[src/rtl/fifo_pkg.sv]
// Shared helpers for the parameterisable-depth FIFO: width derivation,
// wrapped pointer increment, and the per-cycle operation encoding.
package fifo_pkg;

  localparam int unsigned MIN_DEPTH = 2;

  // Pointer width never drops below one bit, even for DEPTH == 2.
  function automatic int unsigned calc_pw(input int unsigned depth);
    return (depth <= 2) ? 1 : $clog2(depth);
  endfunction

  // Count must represent 0..DEPTH inclusive.
  function automatic int unsigned calc_cw(input int unsigned depth);
    return $clog2(depth + 1);
  endfunction

  function automatic int unsigned ptr_inc(input int unsigned ptr, input int unsigned depth);
    return (ptr == depth - 1) ? 0 : ptr + 1;
  endfunction

  typedef enum logic [1:0] {
    OP_IDLE = 2'b00,
    OP_RD   = 2'b01,
    OP_WR   = 2'b10,
    OP_BOTH = 2'b11
  } fifo_op_e;

endpackage

[src/rtl/fifo_ptr_wrap.sv]
// Registered FIFO pointer that advances on enable and wraps DEPTH-1 -> 0,
// so it never holds a value outside the memory range.
module fifo_ptr_wrap
  import fifo_pkg::*;
#(
  parameter int unsigned DEPTH = 13,
  parameter int unsigned PW    = calc_pw(DEPTH)
) (
  input  logic          clk,
  input  logic          rst,
  input  logic          en,
  output logic [PW-1:0] ptr
);

  logic [PW-1:0] ptr_reg;
  logic [PW-1:0] ptr_next;

  assign ptr_next = PW'(ptr_inc(32'(ptr_reg), DEPTH));

  always_ff @(posedge clk) begin
    if (rst) begin
      ptr_reg <= '0;
    end else if (en) begin
      ptr_reg <= ptr_next;
    end
  end

  assign ptr = ptr_reg;

endmodule

[src/rtl/fifo_param_depth.sv]
// Single-clock show-ahead FIFO of arbitrary depth with registered status
// flags, occupancy count, programmable thresholds and error pulses.
module fifo_param_depth
  import fifo_pkg::*;
#(
  parameter int unsigned DWIDTH    = 8,
  parameter int unsigned DEPTH     = 13,
  parameter int unsigned AF_THRESH = DEPTH - 2,
  parameter int unsigned AE_THRESH = 2
) (
  input  logic                       clk,
  input  logic                       rst,
  input  logic                       wen,
  input  logic [DWIDTH-1:0]          din,
  output logic                       full,
  input  logic                       ren,
  output logic [DWIDTH-1:0]          dout,
  output logic                       empty,
  output logic [calc_cw(DEPTH)-1:0]  count,
  output logic                       almost_full,
  output logic                       almost_empty,
  output logic                       overflow,
  output logic                       underflow
);

  localparam int unsigned PW = calc_pw(DEPTH);
  localparam int unsigned CW = calc_cw(DEPTH);

  logic [CW-1:0]     count_reg;
  logic [CW-1:0]     count_next;
  logic              full_reg;
  logic              empty_reg;
  logic              almost_full_reg;
  logic              almost_empty_reg;
  logic              overflow_reg;
  logic              underflow_reg;

  logic              wr_ok;
  logic              rd_ok;
  fifo_op_e          op;

  logic [DWIDTH-1:0] mem [DEPTH];
  logic [PW-1:0]     ptr_val [2];
  logic              ptr_en  [2];
  logic [PW-1:0]     rd_ptr;
  logic [PW-1:0]     wr_ptr;

  // Requests during reset are discarded so nothing lands in memory either.
  assign wr_ok = wen & ~full_reg & ~rst;
  assign rd_ok = ren & ~empty_reg & ~rst;
  assign op    = fifo_op_e'({wr_ok, rd_ok});

  // Index 0 is the read pointer, index 1 the write pointer.
  assign ptr_en[0] = rd_ok;
  assign ptr_en[1] = wr_ok;

  for (genvar gi = 0; gi < 2; gi++) begin : g_ptr
    fifo_ptr_wrap #(
      .DEPTH (DEPTH),
      .PW    (PW)
    ) u_ptr (
      .clk (clk),
      .rst (rst),
      .en  (ptr_en[gi]),
      .ptr (ptr_val[gi])
    );
  end

  assign rd_ptr = ptr_val[0];
  assign wr_ptr = ptr_val[1];

  always_comb begin
    count_next = count_reg;
    case (op)
      OP_WR:   count_next = count_reg + CW'(1);
      OP_RD:   count_next = count_reg - CW'(1);
      OP_BOTH: count_next = count_reg;
      default: count_next = count_reg;
    endcase
  end

  // Flags are derived from the post-edge occupancy so they stay registered.
  always_ff @(posedge clk) begin
    if (rst) begin
      count_reg        <= '0;
      full_reg         <= 1'b0;
      empty_reg        <= 1'b1;
      almost_full_reg  <= 1'b0;
      almost_empty_reg <= 1'b1;
      overflow_reg     <= 1'b0;
      underflow_reg    <= 1'b0;
    end else begin
      count_reg        <= count_next;
      full_reg         <= (count_next == CW'(DEPTH));
      empty_reg        <= (count_next == '0);
      almost_full_reg  <= (count_next >= CW'(AF_THRESH));
      almost_empty_reg <= (count_next <= CW'(AE_THRESH));
      overflow_reg     <= wen & full_reg;
      underflow_reg    <= ren & empty_reg;
    end
  end

  always_ff @(posedge clk) begin
    if (wr_ok) begin
      mem[wr_ptr] <= din;
    end
  end

  // Show-ahead: head entry is visible without a read strobe.
  assign dout         = mem[rd_ptr];
  assign count        = count_reg;
  assign full         = full_reg;
  assign empty        = empty_reg;
  assign almost_full  = almost_full_reg;
  assign almost_empty = almost_empty_reg;
  assign overflow     = overflow_reg;
  assign underflow    = underflow_reg;

endmodule

[config.mk]
export PLATFORM = sky130hd
export DESIGN_NAME = fifo_param_depth
export DESIGN_NICKNAME = d
export VERILOG_FILES = /design/src/rtl/fifo_pkg.sv /design/src/rtl/fifo_ptr_wrap.sv /design/src/rtl/fifo_param_depth.sv
export SDC_FILE = /design/constraint.sdc
export NUM_CORES = 1
export LEC_CHECK = 0
export CAP_MARGIN = 30
export CORE_MARGIN = 4
export CORE_UTILIZATION = 63
export DETAILED_ROUTE_END_ITERATION = 12
export GPL_ROUTABILITY_DRIVEN = 1
export PLACE_DENSITY = 0.84
export SLEW_MARGIN = 20
export SYNTH_ARGS = -nofsm -noshare
export SYNTH_HDL_FRONTEND = slang
export SYNTH_SLANG_ARGS = --single-unit
[constraint.sdc]
create_clock -name clk -period 7.25 [get_ports clk]
set_clock_uncertainty 0.1 [all_clocks]
set_input_delay 0.725 -clock clk [delete_from_list [all_inputs] [get_ports clk]]
set_output_delay 0.725 -clock clk [all_outputs]
set_load 0.005 [all_outputs]
==> impl_results.md <==
* Status: finished clean
* Core Area at 0.00777 mm²
* Port bufs at 29
* Crit. End Element: output pin
* Sequential fraction of the synthesis area at 70.2%
* CP arrival at approximately 3200 ps
* Die height at 97.8 µm
* Share of layout cells above drive strength 1 at 15.8%
* Final Hold Fails at 0
* Share of the synthesized area in the top cell type at 61.5%
* Synth Warn # at 0
* Worst VDD drop at 0.210 mV
* RSZ-0062 raised after global routing: no
* Slew HR at 45.3%
* PD cells at 290 mW/mm²
* Net count after synthesis at 295
* DP Wirelength at 6.08 mm
* Die area at 0.00956 mm²
* NumNets Final at approximately 340
* First-pass GRT wire length at 16.6 mm
* Clock root buffer master: clkbuf_8
* Initial antenna violation count at 0
* Inst Count DP at 403
* Min-Delay Path Depth at 2
* Worst Path Max Fanout at 18
* R2R cell count at 9
* H-tree depth at 4
* Post-cts resize count at 0
* TritonRoute pass-1 iters at 4
* # rows at 32
* Register-to-register setup slack at 4390 ps
* Reg2Reg Capture Point: almost_full
* Max-cap viol count at 0
* Initial core utilization at 65.4%
* Largest net degree at the start of global routing at 19
* Kind of critical path: flop to output pin
* Final Non-Filler Cells at 437
* Post-Route Utilization at 79.3%
* DRT iter0 DRCs at 308
* Clock-pin slew on the worst setup and hold paths at 60 ps
* Endpoints failing setup at 0
* Synth async-reset ratio at 0%
* Largest cells by area after synthesis: edfxtp_1, mux4_1, dfxtp_1, ha_1, mux4_2
* Final min period at around 4000 ps
* Vias in the first global route at a little under 3000
* Avg Cell Area, Syn at 18.5 µm²
* Hold Crit Class: flop to flop
* Number of flops mapped to enable cells by yosys at 104
* Max-slew violation count at 0
* DIE WIDTH at 97.8 µm
* CTS max path bufs at 2
* Worst Max-Slew Pin Slew at 819 ps
* Clk Latency, worst-skew pair at 520 ps
* Setup Buffers After CTS at 0
* Peak Freq at 252 MHz
* Routed len/inst at 24.8 µm
* Max FFs per register at 104
* Vias at 2744
* Min-Delay Startpoint: g_ptr[0].u_ptr.ptr[2]
* DRC Markers at 0
* Drt via density at 6.28
* Routed wire length at 10.9 mm
* Clock sinks at 126
* Hold-fix buffers at CTS at 0
* Number of synthesized register bits at 126
* Fin area at 0.00616 mm²
* Area after DPL at roughly 0.0055 mm²
* CP Launch Type: flop
* Antenna viol nets, final at 0
* Setup TNS at 0 ps
* # diodes at 0
* Worst R2R Start: full
* Synthesized area at between 0.005 and 0.006 mm²
* Static leakage at 2.11 nW
* Data required, critical path at 6420 ps
* Area grow syn2layout at 21.3%
* Synth cell types at 40
* CTS Buf Count at 17
* Tcrit/Tclk final at 54.8%
* Clock tree from TritonCTS: built
* Total Routing Usage GR at between 20% and 30%
* Total gr overflow at 0
* Largest area contributor in the netlist: edfxtp_1
* GPL Wtd Cong at 0.813
* Post-synth top flop: edfxtp_1
* Post-Syn Instances at 274
* IO Count at 30
## layout make-up
type,instances,area [µm²]
clock inverter,14,216
multi-input combinational,128,1410
tap,102,128
timing repair buffer,44,410
sequential,126,3560
inverter,6,22.5
clock buffer,17,414
fill,381,1610
## worst max path at each step
stage          startpoint     endpoint
2_1_floorplan         rst  almost_full
4_1_cts              flop      dout[5]
6_report             flop      dout[5]
3_5_place_dp          rst  almost_full
5_1_grt              flop      dout[5]
3_3_place_gp          rst  almost_full
## worst max-delay path, cell delays in order, from the launching register on
cell and delay, ps:
dfxtp_1 600, buf_4 400, mux4_1 570, nor2b_1 150, a211oi_1 320, a21oi_1 90
clkdlybuf4s50_1 480
## power breakdown
part	total (mW)	internal (mW)	switching, mW
Sequential	0.803	0.794	0.00964
Combinational	0.0847	0.0443	0.0404
Clock	0.898	0.592	0.307
## cell usage after synthesis (3+ instances only)
| cell | n |
|---|---|
| mux2i_1 | 5 |
| edfxtp_1 | 104 |
| nand2b_1 | 3 |
| a211oi_1 | 4 |
| mux4_2 | 5 |
| mux4_1 | 24 |
| a21oi_1 | 10 |
| buf_6 | 3 |
| nand2_1 | 11 |
| nor2b_1 | 4 |
| xor2_1 | 5 |
| clkbuf_1 | 7 |
| inv_1 | 5 |
| nor3_1 | 4 |
| ha_1 | 9 |
| dfxtp_1 | 22 |
| o21ai_0 | 4 |
| nor2_1 | 18 |
## metal layers
layer	vias to the layer above	routed length (µm)	track usage, %
li1	1207	-	-
met1	1373	4190	30.1
met2	146	5680	40.4
met3	18	788	7.64
met4	0	195	9.16
met5	-	0	0
## metrics by stage
| step | total power [mW] | hold slack (ps) | setup slack (ps) |
|---|---|---|---|
| 2_1_floorplan | 0.862 | 385 | 4280 |
| 6_report | 1.79 | 448 | 3280 |
| 4_1_cts | 1.80 | 448 | 3250 |
| 3_3_place_gp | 0.895 | 419 | 3400 |
| 5_1_grt | 1.84 | 475 | 3140 |
| 3_5_place_dp | 0.900 | 425 | 3270 |
## cell families (layout without fill, tap and decap cells)
group | count (synthesis) | in the layout | share of synthesized area, %
compound gates | 29 | 29 | 3.72
xor+xnor | 6 | 6 | 1.03
flops | 126 | 126 | 70.2
buf+inv | 20 | 81 | 2.17
simple gates | 50 | 50 | 5.08
mux | 34 | 34 | 15.6
fa+ha+maj | 9 | 9 | 2.22
## cells in the final DEF (no fill, tap or decap), types with 2 or more instances in the layout
master           synthesis  layout
mux4_1                  24      24
clkbuf_16                0      16
a211oi_1                 4       4
edfxtp_1               104     104
and3b_1                  2       2
o31ai_1                  2       2
clkinv_4                 0       2
a31oi_1                  2       2
nor3_1                   4       4
buf_4                    0      14
bufinv_16                0       5
nand2b_1                 3       3
xor2_1                   5       5
nand2_1                 11      11
nor2_1                  18      18
ha_1                     9       9
inv_1                    5       5
inv_6                    0       2
nor2b_1                  4       4
dfxtp_1                 22      22
clkinvlp_4               0       3
o21ai_0                  4       4
a21oi_1                 10      10
mux2i_1                  5       5
clkdlybuf4s50_1          0      29
mux4_2                   5       5
a41o_1                   2       2
Power figures use the tool's default switching activity.
